===== src/rtl/sub_pkg.sv =====
// Shared definitions for the bit-serial subtractor: FSM encoding and
// counter sizing.
package sub_pkg;

   typedef enum logic [1:0] {
      IDLE = 2'd0,
      RUN  = 2'd1,
      DONE = 2'd2
   } state_t;

   localparam int DEFAULT_WIDTH = 8;

   // Width of a counter that counts 0..w-1. It is never narrower than one bit.
   function automatic int cnt_width(input int w);
      return (w <= 2) ? 1 : $clog2(w);
   endfunction

endpackage


===== src/rtl/serial_sub_fs_cell.sv =====
// One-bit combinational full subtractor: diff = a - b - c, with the borrow
// returned on bo.
module fs_cell (
   input  logic a,
   input  logic b,
   input  logic c,
   output logic diff,
   output logic bo
);

   assign diff = a ^ b ^ c;
   assign bo   = (~a & b) | (~(a ^ b) & c);

endmodule


===== src/rtl/serial_sub.sv =====
// Bit-serial WIDTH-bit subtractor. It processes one bit per clock, LSB first,
// and reports unsigned less-than (bout) and equality (eq) when it completes.
module serial_sub
   import sub_pkg::*;
#(
   parameter int WIDTH = DEFAULT_WIDTH
) (
   input  logic             clk,
   input  logic             rst,
   input  logic             start,
   input  logic [WIDTH-1:0] a,
   input  logic [WIDTH-1:0] b,
   input  logic             bin,
   output logic             busy,
   output logic             done,
   output logic [WIDTH-1:0] diff,
   output logic             bout,
   output logic             eq
);

   localparam int CW = cnt_width(WIDTH);

   state_t           state_reg, state_next;
   logic [WIDTH-1:0] sa_reg, sb_reg, sd_reg;
   logic             br_reg;
   logic [CW-1:0]    cnt_reg;

   logic             d, bo;
   logic             accept, last;
   logic [WIDTH-1:0] sd_next;

   fs_cell u_cell (
      .a    (sa_reg[0]),
      .b    (sb_reg[0]),
      .c    (br_reg),
      .diff (d),
      .bo   (bo)
   );

   assign accept  = start && (state_reg != RUN);
   assign last    = (state_reg == RUN) && (cnt_reg == CW'(WIDTH - 1));
   assign sd_next = {d, sd_reg[WIDTH-1:1]};

   assign busy = (state_reg == RUN);
   assign done = (state_reg == DONE);

   always_comb begin
      state_next = state_reg;
      case (state_reg)
         IDLE:    if (start) state_next = RUN;
         RUN:     if (last)  state_next = DONE;
         DONE:    state_next = start ? RUN : IDLE;
         default: state_next = IDLE;
      endcase
   end

   always_ff @(posedge clk or posedge rst) begin
      if (rst) begin
         state_reg <= IDLE;
         sa_reg    <= '0;
         sb_reg    <= '0;
         sd_reg    <= '0;
         br_reg    <= 1'b0;
         cnt_reg   <= '0;
         diff      <= '0;
         bout      <= 1'b0;
         eq        <= 1'b0;
      end else begin
         state_reg <= state_next;
         if (accept) begin
            sa_reg  <= a;
            sb_reg  <= b;
            br_reg  <= bin;
            cnt_reg <= '0;
         end else if (state_reg == RUN) begin
            sa_reg  <= sa_reg >> 1;
            sb_reg  <= sb_reg >> 1;
            sd_reg  <= sd_next;
            br_reg  <= bo;
            // The counter stops at WIDTH-1. The next accept clears it.
            if (!last) cnt_reg <= cnt_reg + CW'(1);
            // Result registers load only on the final bit, so they hold during RUN.
            if (last) begin
               diff <= sd_next;
               bout <= bo;
               eq   <= (sd_next == '0) && !bo;
            end
         end
      end
   end

endmodule


===== config.mk =====
export PLATFORM = sky130hd
export DESIGN_NAME = serial_sub
export DESIGN_NICKNAME = d
export VERILOG_FILES = /design/src/rtl/sub_pkg.sv /design/src/rtl/serial_sub_fs_cell.sv /design/src/rtl/serial_sub.sv
export SDC_FILE = /design/constraint.sdc
export NUM_CORES = 1
export LEC_CHECK = 0
export ABC_AREA = 1
export CAP_MARGIN = 20
export CELL_PAD_IN_SITES_DETAIL_PLACEMENT = 1
export CELL_PAD_IN_SITES_GLOBAL_PLACEMENT = 2
export CORE_UTILIZATION = 34
export CTS_BUF_LIST = sky130_fd_sc_hd__clkbuf_4
export DETAILED_ROUTE_END_ITERATION = 8
export PLACE_DENSITY = 0.85
export SKIP_LAST_GASP = 1
export SLEW_MARGIN = 5
export SYNTH_ARGS = -nofsm -noshare
export SYNTH_HDL_FRONTEND = slang
export SYNTH_HIERARCHICAL = 1
export SYNTH_SLANG_ARGS = --single-unit

===== constraint.sdc =====
create_clock -name clk -period 2.9 [get_ports clk]
set_input_delay 0.435 -clock clk [delete_from_list [all_inputs] [get_ports clk]]
set_output_delay 0.435 -clock clk [all_outputs]
set_load 0.05 [all_outputs]

# Yosys cells after proc, flatten, opt, wreduce, memory -nomap -nowiden
# Index checks and enable logic that the tools add are counted.
word_totals:
  reg_bits: 40
  latchBits: 0
  ramBits: 0
  rom_bits: 0
  in_bits: 20
  output_inout_bits: 12
  wordCells: 49
  n_memories: 0
op_classes:
  add_sub_neg: 1
  mul: 0
  n_div: 0
  n_lt_le_gt_ge: 0
  n_eq_ne: 7
  n_shift: 0
  n_mux: 13
  bitwise_logic: 8
  reduce_logical: 11
ops:
  columns: ["op", "n"]
  rows:
  - ["$mux 8", 4]
  - ["$mux 3", 3]
  - ["$logic_not 8->1", 1]
  - ["$pmux 2 s3", 1]
  - ["$reduce_and 2->1", 3]
  - ["$mux 2", 2]
  - ["$ne 2x1->1 const B", 2]
  - ["$ne 2x2->1 const B", 2]
  - ["$add 3x1->3 const B", 1]
  - ["$eq 3x3->1 const B", 1]
  - ["$logic_and 1x1->1", 3]
  - ["$mux 1", 3]
  - ["$not 1->1", 3]
  - ["$reduce_and 3->1", 1]
  - ["$and 1x1->1", 2]
  - ["$eq 2x1->1 const B", 1]
  - ["$eq 2x2->1 const B", 1]
  - ["$logic_not 2->1", 1]
  - ["$reduce_bool 2->1", 1]
  - ["$xor 1x1->1", 2]
  - ["$logic_not 1->1", 1]
  - ["$or 1x1->1", 1]

# Longest topological paths before layout
depth:
  ltp_word: 6
  depth_mapped: 8
  depth_no_buf: 8

# By module
# Netlist, hierarchy kept.
modules_own_cells:
  columns: ["mod", "instances", "cells_per_inst", "area_each_um2", "seq_area_each_um2"]
  rows:
  - ["serial_sub", 1, 191, 1655.3, 975.9]
  - ["fs_cell", 1, 4, 31.3, 0.0]

# Worst setup path before layout
# Ideal clock, no wire load.
synth_timing:
  path_kind: "register to output"
  from: "register state_reg[1]"
  to: "output done"
  arrival_time_ps: 1087
  required_time_ps: 2465
  slack_ps: 1378
  path_stages_with_launch: 3
  path_buffers: 0
  path_cell_list: "dfrtp_1 > inv_1 > nor2_1"
synth_between:
  elab_chain_cells: 1
synth_lines:
  columns: ["item", "line", "text"]
  rows:
  - ["from (decl)", "serial_sub.sv:23", "state_t state_reg, state_next;"]
  - ["from (signal assigned)", "serial_sub.sv:69", "state_reg <= state_next;"]
  - ["$eq 2x2->1", "serial_sub.sv:45", "assign done = (state_reg == DONE);"]
  - ["to (decl)", "serial_sub.sv:15", "output logic done,"]
# No other way between the ends.

# Worst setup path after layout
# Same ends and word-level chain as after synthesis.

==> run_results.csv <==
group,metric,value,unit
floorplan,rows,25,
cells_and_area,drive_above_1_share,6.14,%
place,port_buffers,31,
floorplan,coreArea,4750,um2
synthesis,synth-edff-count,0,
synthesis,synth_cell_types,15,
setup_path,cp-end-kind,"output pin",
cells_and_area,final_net_count,252,
timing,tightest_slew,0.683,ns
power,p_switching,949,uW
drt,drc,0,
synthesis,ys_ff_latch,39,
drt,vias_per_cell,4.67,
timing,period_share,75.7,%
floorplan,die_area,5250,um2
synthesis,synthCells,195,
synthesis,yosysSeqAreaShare,57.9,%
global_route,grt_max_degree,40,
cts,htreeDepth,2,
place,dp_hpwl,2.47,mm
cells_and_area,layout.cells.non_filler,295,
cts,cts_max_path_buffers,2,
cells_and_area,area_growth,24.6,%
power,p_leak,1.03,nW
run_status,status,"complete, no violations",
power,peakVddDrop,0.321,mV
drt,vias,1379,
floorplan,start_util,35.5,%
timing,fin_tns_setup,0,ns
setup_path,start_kind,"flop",
setup_path,crit_fanout,3,
cts,cts_tree,"done",
setup_path,arrival,1.76,ns
synthesis,synth_area_leaders,"dfrtp_1 (58%), nand2_1 (16%), nand3_1 (9.2%)",
timing,rsz0062_at_grt,"false",
setup_path,crit_required,2.47,ns
drt,drtIter0Drc,43,
flow_run,cap_violations,0,
cts,postCtsHoldBufs,0,
synthesis,yosys-top-cells-count,"nand2_1 (74), dfrtp_1 (39), nand3_1 (31)",
cells_and_area,n_antenna_cell,0,
cts,cts_sinks,39,
power,sequentialPowerShare,41.6,%
drt,drtPass1Iterations,4,
synthesis,synth_flop_cell,"dfrtp_1",
timing,skew,0.00851,ns
synthesis,yosysWarningCount,6,
synthesis,synth_area_per_cell,8.65,um2
drt,postRouteAntennaNets,0,
synthesis,synthesis.nets,218,
floorplan,die_x,72.4,um
place,place_ws,0.888,ns
timing,relSlewSlack,54.4,%
hold_path,hp-class,"reg2reg",
power,p_int,1.21,mW
cts,clk_pin_slew,0.11,ns
power,switching_share,44.1,%
synthesis,yosys.area.top_type,"dfrtp_1",
timing,setup_viol,0,
global_route,gr-usage-all-layers,16.3,%
place,place_area,2060,um2
cts,cts_made_buffers,5,
timing,drv_slew,0,
place,gp_congestion,0.726,
global_route,antenna_found_initial,0,
cells_and_area,final_area,2100,um2
drt,wl_per_cell,12.2,um
synthesis,synth_area,1690,um2
synthesis,yosysTopAreaCellShare,57.9,%
global_route,grt_overflow,0,
timing,finalWorstSetupSlack,0.705,ns
cts,post_cts_resized,0,
floorplan,die_h,72.4,um
power,p_total,2.15,mW
cts,cts_setup_buffers,0,
timing,period_minus_slack,2.19,ns
place,dpl.cell_count,289,
floorplan,ioPinCount,32,
power,power.density,1030,nW/um2
drt,finalWirelength,3.60,mm
cts,clockRootBuffer,"clkbuf_4",
timing,hold_viol,0,
cts,clock_latency,0.34,ns
global_route,grt_pass1_vias,1407,
timing,max_freq,456,MHz
setup_path,criticalPathCategory,"reg2out",
synthesis,synth_most_common_cell,"nand2_1",
synthesis,async_reset_ff_share,100,%
power,p_comb_share,46.2,%
global_route,grt_pass1_wl,6.48,mm
power,clockPowerShare,12.2,%
## cells in the final DEF, fill, tap and decap left out, drive strengths merged
cell type	count
fa	1
nand2	74
nand3	31
ha	2
dfrtp	39
nor2	10
clkdlybuf4s50	31
clkbuf	6
o21ai	14
o22ai	1
inv	16
buf	3
## power groups by stage
stage / logic, mW / clock network, mW / registers, mW
4_1_cts: 1.02 / 0.277 / 0.897
6_report: 0.996 / 0.263 / 0.895
2_1_floorplan: 0.516 / 0 / 1.09
5_1_grt: 1.12 / 0.293 / 0.924
3_5_place_dp: 1.01 / 0 / 0.907
3_3_place_gp: 0.990 / 0 / 0.901
## critical path, stage by stage, from the launching register on
cell	delay (ns)
dfrtp_1	0.41
inv_1	0.08
nor2_1	0.11
clkdlybuf4s50_1	0.82
## stage by stage
stage | utilization [%] | hold slack, ns
floorplan | - | 0.442
global placement | 43.3 | 0.457
detailed placement | 43.3 | 0.463
CTS | 44.2 | 0.491
global route | 44.2 | 0.513
finish | 44.2 | 0.484
## layout make-up
class / count / area, um2
timing repair buffer: 34 / 333
sequential: 39 / 976
fill: 586 / 2650
multi-input combinational: 133 / 604
clock buffer: 6 / 45.0
inverter: 16 / 60.1
tap: 67 / 83.8
## per-layer routing
layer	vias up	wire, um	GRT usage (%)
li1	683	-	-
met1	652	1710	20.6
met2	37	1680	26.9
met3	7	133	3.06
met4	0	74	7.84
met5	-	0	0
## final timing paths
kind | startpoint | endpoint | slack, ns | cells past startpoint
worst max-delay path | state_reg[1]$_DFFE_PP0P_ | done | 0.71 | 3
min in group asynchronous | rst | cnt_reg[1]$_DFFE_PP0P_ | 0.50 | 3
worst min register to register | bout$_DFFE_PP0P_ | bout$_DFFE_PP0P_ | 0.48 | 2
worst max register to register | cnt_reg[0]$_DFFE_PP0P_ | cnt_reg[1]$_DFFE_PP0P_ | 1.05 | 6
max in group asynchronous | rst | diff[6]$_DFFE_PP0P_ | 2.03 | 3
worst min-delay path | bout$_DFFE_PP0P_ | bout$_DFFE_PP0P_ | 0.48 | 2
## kinds of logic (layout without fill, tap and decap cells)
family                     count (synthesis)  count (layout)  synth area share [%]
buffers and inverters                     23              56                  6.31
and+or+nand+nor                          115             115                  28.6
AOI/OAI and AO/OA                         15              15                  4.53
DFF                                       39              39                  57.9
adders and majority gates                  3               3                  2.67
Power figures use the tool's default switching activity.
